File: src/rtl/arb_pkg.sv
// Shared definitions for the 8-way round-robin arbiter: FSM states,
// requester count and the default data width.
package arb_pkg;

  localparam int N = 8;
  localparam int DEFAULT_WIDTH = 3;

  typedef enum logic {
    IDLE = 1'b0,
    BUSY = 1'b1
  } state_t;

endpackage

File: src/rtl/rr_pick_8.sv
// Rotating-priority search over 8 requests, starting at ptr and wrapping,
// reporting whether anyone requested and the first index found.
module rr_pick_8
  import arb_pkg::*;
(
  input  logic [7:0] req,
  input  logic [2:0] ptr,
  output logic       any,
  output logic [2:0] idx
);

  // Scan ptr, ptr+1, ... with 3-bit wraparound; the first hit wins.
  always_comb begin
    any = 1'b0;
    idx = 3'd0;
    for (int i = 0; i < N; i++) begin
      logic [2:0] k;
      k = ptr + 3'(i);
      if (!any && req[k]) begin
        any = 1'b1;
        idx = k;
      end
    end
  end

endmodule

File: src/rtl/rr_arb_8_1.sv
// 8-to-1 round-robin arbiter with a registered valid/ready output stage.
// The requester just served drops to lowest priority at the next arbitration.
module rr_arb_8_1
  import arb_pkg::*;
#(
  parameter int WIDTH = DEFAULT_WIDTH
) (
  input  logic             clk,
  input  logic             reset,
  input  logic [7:0]       req,
  input  logic [WIDTH-1:0] d0,
  input  logic [WIDTH-1:0] d1,
  input  logic [WIDTH-1:0] d2,
  input  logic [WIDTH-1:0] d3,
  input  logic [WIDTH-1:0] d4,
  input  logic [WIDTH-1:0] d5,
  input  logic [WIDTH-1:0] d6,
  input  logic [WIDTH-1:0] d7,
  input  logic             ready,
  output logic             valid,
  output logic [WIDTH-1:0] y,
  output logic [2:0]       s,
  output logic [7:0]       gnt
);

  state_t           state, next_state;
  logic [2:0]       ptr, next_ptr;
  logic [2:0]       next_s;
  logic [7:0]       next_gnt;
  logic [WIDTH-1:0] next_y;
  logic             next_valid;

  logic             any;
  logic [2:0]       idx;
  logic [WIDTH-1:0] sel_data;
  logic             arbitrate;

  rr_pick_8 u_pick (
    .req (req),
    .ptr (ptr),
    .any (any),
    .idx (idx)
  );

  always_comb begin
    sel_data = d0;
    case (idx)
      3'd0: sel_data = d0;
      3'd1: sel_data = d1;
      3'd2: sel_data = d2;
      3'd3: sel_data = d3;
      3'd4: sel_data = d4;
      3'd5: sel_data = d5;
      3'd6: sel_data = d6;
      3'd7: sel_data = d7;
      default: sel_data = d0;
    endcase
  end

  // A held word blocks arbitration until it is accepted downstream.
  assign arbitrate = (state == IDLE) || ready;

  always_comb begin
    next_state = state;
    next_ptr   = ptr;
    next_s     = s;
    next_gnt   = gnt;
    next_y     = y;
    next_valid = valid;
    if (arbitrate) begin
      if (any) begin
        next_state = BUSY;
        next_ptr   = idx + 3'd1;
        next_s     = idx;
        next_gnt   = 8'd1 << idx;
        next_y     = sel_data;
        next_valid = 1'b1;
      end else begin
        next_state = IDLE;
        next_gnt   = 8'd0;
        next_valid = 1'b0;
      end
    end
  end

  always_ff @(posedge clk or posedge reset) begin
    if (reset) begin
      state <= IDLE;
      ptr   <= 3'd0;
      s     <= 3'd0;
      gnt   <= 8'd0;
      y     <= '0;
      valid <= 1'b0;
    end else begin
      state <= next_state;
      ptr   <= next_ptr;
      s     <= next_s;
      gnt   <= next_gnt;
      y     <= next_y;
      valid <= next_valid;
    end
  end

endmodule

File: config.mk
export PLATFORM = sky130hd
export DESIGN_NAME = rr_arb_8_1
export DESIGN_NICKNAME = d
export VERILOG_FILES = /design/src/rtl/arb_pkg.sv /design/src/rtl/rr_pick_8.sv /design/src/rtl/rr_arb_8_1.sv
export SDC_FILE = /design/constraint.sdc
export NUM_CORES = 1
export LEC_CHECK = 0
export CAP_MARGIN = 10
export CELL_PAD_IN_SITES_DETAIL_PLACEMENT = 1
export CELL_PAD_IN_SITES_GLOBAL_PLACEMENT = 2
export CORE_MARGIN = 3
export CORE_UTILIZATION = 33
export DETAILED_ROUTE_END_ITERATION = 16
export PLACE_DENSITY_LB_ADDON = 0.15
export SLEW_MARGIN = 20
export SYNTH_ARGS = -nofsm -noshare
export SYNTH_HDL_FRONTEND = slang
export SYNTH_HIERARCHICAL = 1
export SYNTH_SLANG_ARGS = --single-unit
File: constraint.sdc
create_clock -name clk -period 7.91 [get_ports clk]
set_input_delay 1.582 -clock clk [delete_from_list [all_inputs] [get_ports clk]]
set_output_delay 1.582 -clock clk [all_outputs]
set_load 0.02 [all_outputs]
Yosys cells after proc, flatten, opt, wreduce, memory -nomap -nowiden
Cells that the tools add are included.
{"block": "word_totals", "ff_bits": 18, "latchBits": 0, "mem_bits_rw": 0, "rom_bits": 0, "wordCells": 82, "memories": 0}
{"block": "classes", "addsub": 8, "n_mul": 0, "div_mod_pow": 0, "order_cmp": 8, "n_eq_ne": 7, "shift": 1, "n_mux": 35, "bitwise_logic": 1, "n_reduce_logical": 17}
{"operator": "$lt A3 B4 Y1 const B", "count": 8}
{"operator": "$bmux W1 S3", "count": 8}
{"operator": "$mux W3", "count": 8}
{"operator": "$pmux W3 S8", "count": 1}
{"operator": "$mux W1", "count": 17}
{"operator": "$add A3 B3 Y3 const B", "count": 4}
{"operator": "$eq A3 B3 Y1 const B", "count": 4}
{"operator": "$mux W8", "count": 1}
{"operator": "$shl A1 B3 Y8 const A", "count": 1}
{"operator": "$logic_and A1 B1 Y1", "count": 7}
{"operator": "$logic_not A1 Y1", "count": 7}
{"operator": "$add A3 B1 Y3 const B", "count": 2}
{"operator": "$add A3 B2 Y3 const B", "count": 2}
{"operator": "$eq A3 B2 Y1 const B", "count": 2}
{"operator": "$eq A3 B1 Y1 const B", "count": 1}
{"operator": "$logic_not A3 Y1", "count": 1}
{"operator": "$reduce_and A2 Y1", "count": 1}
{"operator": "$logic_or A1 B1 Y1", "count": 1}
{"operator": "$not A1 Y1", "count": 1}

Longest topological paths before layout
{"block": "logic_depth", "depth_word": 26, "ltp_mapped": 19, "ltp_nobuf": 15}

Modules after synthesis
Netlist, hierarchy kept.
{"module": "rr_pick_8", "instances": 1, "cells_per_inst": 121, "area_each_um2": 1081.0}
{"module": "rr_arb_8_1", "instances": 1, "cells_per_inst": 89, "area_each_um2": 932.1}

Worst setup path before layout
OpenSTA, ideal clock, no wires.
{"block": "synth_path", "kind": "in2reg", "start": "input req[6]", "end": "register y[2]", "arrival_ps": 4282, "required_time_ps": 7785, "slack_ps": 3503, "stages": 14, "cell_sequence": "mux4_2 > a21oi_1 > o311a_1 > o21ai_2 > o311ai_1 > nand2_1 > o21ai_1 > inv_1 > ha_1 > buf_2 > a222oi_1 > a21oi_1 > nor3b_1 > o31ai_1"}
{"block": "synth_via", "elab_chain_cells": 26, "word_cells_on_any_way": 56}
{"element": "from (decl)", "line_no": "rr_arb_8_1.sv:10", "source": "input logic [7:0] req,"}
{"element": "$bmux W1 S3", "line_no": "rr_pick_8.sv:19", "source": "if (!any && req[k]) begin"}
{"element": "$mux W1 (not written as such)", "line_no": "rr_pick_8.sv:19"}
{"element": "$mux W1", "line_no": "rr_pick_8.sv:19"}
{"element": "$logic_not A1 Y1", "line_no": "rr_pick_8.sv:19"}
{"element": "$logic_and A1 B1 Y1", "line_no": "rr_pick_8.sv:19"}
{"element": "$mux W1", "line_no": "rr_pick_8.sv:19"}
{"element": "$logic_not A1 Y1", "line_no": "rr_pick_8.sv:19"}
{"element": "$logic_and A1 B1 Y1", "line_no": "rr_pick_8.sv:19"}
{"element": "(+11 left out)"}
{"element": "$logic_and A1 B1 Y1", "line_no": "rr_pick_8.sv:19"}
{"element": "$mux W1", "line_no": "rr_pick_8.sv:19"}
{"element": "$logic_not A1 Y1", "line_no": "rr_pick_8.sv:19"}
{"element": "$logic_and A1 B1 Y1", "line_no": "rr_pick_8.sv:19"}
{"element": "$mux W3 *", "line_no": "rr_pick_8.sv:19"}
{"element": "net idx[0]", "line_no": "rr_arb_8_1.sv:34", "source": "logic [2:0] idx;"}
{"element": "$eq A3 B3 Y1 (tied with other cells)", "line_no": "rr_arb_8_1.sv:47", "source": "case (idx)"}
{"element": "$pmux W3 S8 *", "line_no": "rr_arb_8_1.sv:47"}
{"element": "to (signal assigned)", "line_no": "rr_arb_8_1.sv:99", "source": "y <= next_y;"}
{"element": "to (decl)", "line_no": "rr_arb_8_1.sv:21", "source": "output logic [WIDTH-1:0] y,"}
The timed path passes the listed nets; every way through them passes the cells marked *. The select of a mux whose other input is x is not followed.
A chain may end at the register's enable or synchronous reset.

Final worst setup path
{"block": "layout_path", "start": "input req[4]", "end": "register y[2]"}
The elaborated chain is that of the path after synthesis.

==> results.yml <==
clocking:
  worstSkewPairLatency_ns: 0.26
  post_cts_buffers: 0
  cts_resized: 0
  cts_max_path_buffers: 2
  clock_sinks: 18
  path_clk_slew_ns: 0.07
  htree_levels: 1
  cts_made_buffers: 3
  root_buffer: "clkbuf_8"
  cts_tree: "yes"
  ctsHoldBuffers: 0
placed_design:
  hpwl_um: 4590
  place_ws_ns: 2.38
  dp_cells: 319
  placed_area_mm2: 0.00251
  io_buffers: 49
  gp_congestion: 0.813
global_routing:
  grt_pass1_wl_um: 9700
  grt_pass1_vias: 1825
  grt_use_total_pct: 16.4
  grt_max_degree: 22
  antenna_found_initial: 0
  gr-total-overflow: 0
critical_path:
  r2r_slack_ns: 2.81
  r2r_end: "y[2]"
  critPathSlowestCell: "mux4_2"
  r2r-start: "ptr[0]"
  critPathLaunchType: "input port"
  r2r_cells: 15
  cpMostUsedCell: "nand2_1"
  cp.required_ns: 8.07
  path_max_fanout: 9
  cpPeakStageDelay_ns: 0.59
  path_cells: "clkdlybuf4s50_1 > mux4_2 > a21oi_1 > o311a_1 > o21ai_2 > o311ai_1 > nand2_1 > o21ai_1 > inv_1 > ha_1 > nor4_1 > nand2_1 > nor3b_1 > o31ai_1"
  crit_arrival_ns: 5.39
  crit_path_end_kind: "flop"
  worstSetupPathType: "input port to flop"
drt:
  wl_per_cell_um: 18.1
  drcViolationCount: 0
  vias_per_cell: 5.58
  drt_pre_antenna_iters: 4
  drtAntennaViolNets: 0
  num_vias: 1802
  initialDrtViolationCount: 103
  finalWirelength_um: 5830
synth:
  synth_top_cell_by_area: "dfrtp_1"
  postSynthNetCount: 253
  synth_area_per_cell_um2: 9.59
  synth.top_cell.area_share_pct: 22.4
  synth_edf_count: 0
  synth_area_mm2: 0.00201
  synth_common_cells: "nand2_1, dfrtp_1, nor2_1, o21ai_0, inv_1"
  synth_most_common_cell: "nand2_1"
  synth_ff_type: "dfrtp_1"
  syn_inst: 210
  ys_types: 53
  synth_area_leaders: "dfrtp_1, mux4_2, mux4_1, nand2_1, ha_1"
  ys_warn_count: 6
  synth_seq_cells: 18
  seq_area_frac_synth_pct: 22.4
  async_reset_ff_share_pct: 100
finish:
  fillers: 649
  drive_above_1_share_pct: 12.7
  multi_input_area_mm2: 0.00142
  seqCellArea_um2: 450
  final_nets: 295
  stdcell_area_mm2: 0.00257
  fin_cells: 323
  antennaDiodeCount: 0
  syn2layout_area_growth_pct: 27.5
timing:
  setup_ws_ns: 2.68
  setup_violations: 0
  fin_crit_ns: 5.23
  rsz0062_at_grt: "false"
  skew_ns: 0.00372
  max_freq_ghz: 0.191
  hold_viol: 0
  relSlewSlack_pct: 45.2
  drv_slew: 0
  final.setup.tns_ns: 0
  tightest_slew_ns: 0.821
  period_share_pct: 66.1
die:
  pin_count: 50
  chipWidth_um: 84.1
  num_rows: 27
  core_area_mm2: 0.00571
  initial_utilization_pct: 35.3
  dieHeight_um: 84.1
  die_area_mm2: 0.00707
hold_path:
  min_path_cells: 2
  hold_path_class: "flop to flop"
  hp-start: "gnt[3]"
  whs_endpoint: "gnt[3]"
flow_run:
  max_cap_viol_count: 0
outcome:
  status: "completed"
==> cells by family (layout without fill, tap and decap cells) <==
kind of cell / count (synthesis) / after routing / share of synthesized area (%)
AO/OA/AOI/OAI: 63 / 63 / 23.2
AND/OR/NAND/NOR: 62 / 62 / 14.2
multiplexers: 30 / 30 / 26.8
buffers and inverters: 26 / 67 / 7.08
flip-flops: 18 / 18 / 22.4
adder cells (fa/ha/maj): 8 / 8 / 4.97
XOR/XNOR: 3 / 3 / 1.31
==> metrics by stage <==
stage	hold slack, ns	utilization, %
global route	0.517	44.9
CTS	0.490	44.9
floorplan	0.495	-
detailed placement	0.475	44.0
global placement	0.463	44.0
finish	0.482	44.9
==> sequential cells by signal (all words and copies together) (netlist names) <==
signal  cells
s           3
y           3
gnt         8
state       1
ptr         3
==> how the worst max path moves through the flow <==
| stage | slack [ns] | to | cells after the start | start |
|---|---|---|---|---|
| floorplan | 3.50 | y[2] | 14 | req[6] |
| global placement | 2.42 | y[1] | 12 | req[4] |
| detailed placement | 2.38 | y[2] | 14 | req[4] |
| CTS | 2.63 | y[2] | 14 | req[4] |
| global route | 2.29 | y[1] | 14 | req[4] |
| finish | 2.68 | y[2] | 14 | req[4] |
==> worst max-delay path: cells and delay by family <==
kind                     cells  cell delay (ns)
multiplexers                 1             0.59
AO/OA/AOI/OAI                6             1.46
buffers and inverters        2             0.71
adder cells (fa/ha/maj)      1             0.33
AND/OR/NAND/NOR              4             0.71
==> layout make-up <==
type                       count  area share (%)
tap                           72            3.51
timing repair buffer          51            19.7
sequential                    18            17.6
multi-input combinational    166            55.3
inverter                      12            1.76
clock buffer                   4            2.15
==> routing by layer <==
| metal | up-vias | share of wire, % | global-route usage, % |
|---|---|---|---|
| met5 | - | 0 | 0 |
| met4 | 0 | 0.14 | 1.75 |
| met3 | 2 | 2.9 | 2.47 |
| met2 | 31 | 46 | 24.7 |
| met1 | 873 | 51 | 25.5 |
| li1 | 896 | - | - |
==> cell usage in the layout, fill, tap and decap left out, types with 3 or more instances in the layout <==
master / n
a21o_1: 3
a21oi_1: 9
a222oi_1: 3
a22o_1: 9
and3_1: 3
clkbuf_8: 4
clkdlybuf4s50_1: 49
dfrtp_1: 18
ha_1: 8
inv_1: 11
mux2_2: 5
mux2_4: 3
mux2i_1: 6
mux4_1: 5
mux4_2: 10
nand2_1: 28
nor2_1: 15
nor2b_1: 3
nor4_1: 3
o21ai_0: 12
o31ai_1: 3
Power is left out: the tool's default activity adds up to more than one toggle a clock period on the data nets, which glitch-free logic cannot reach.
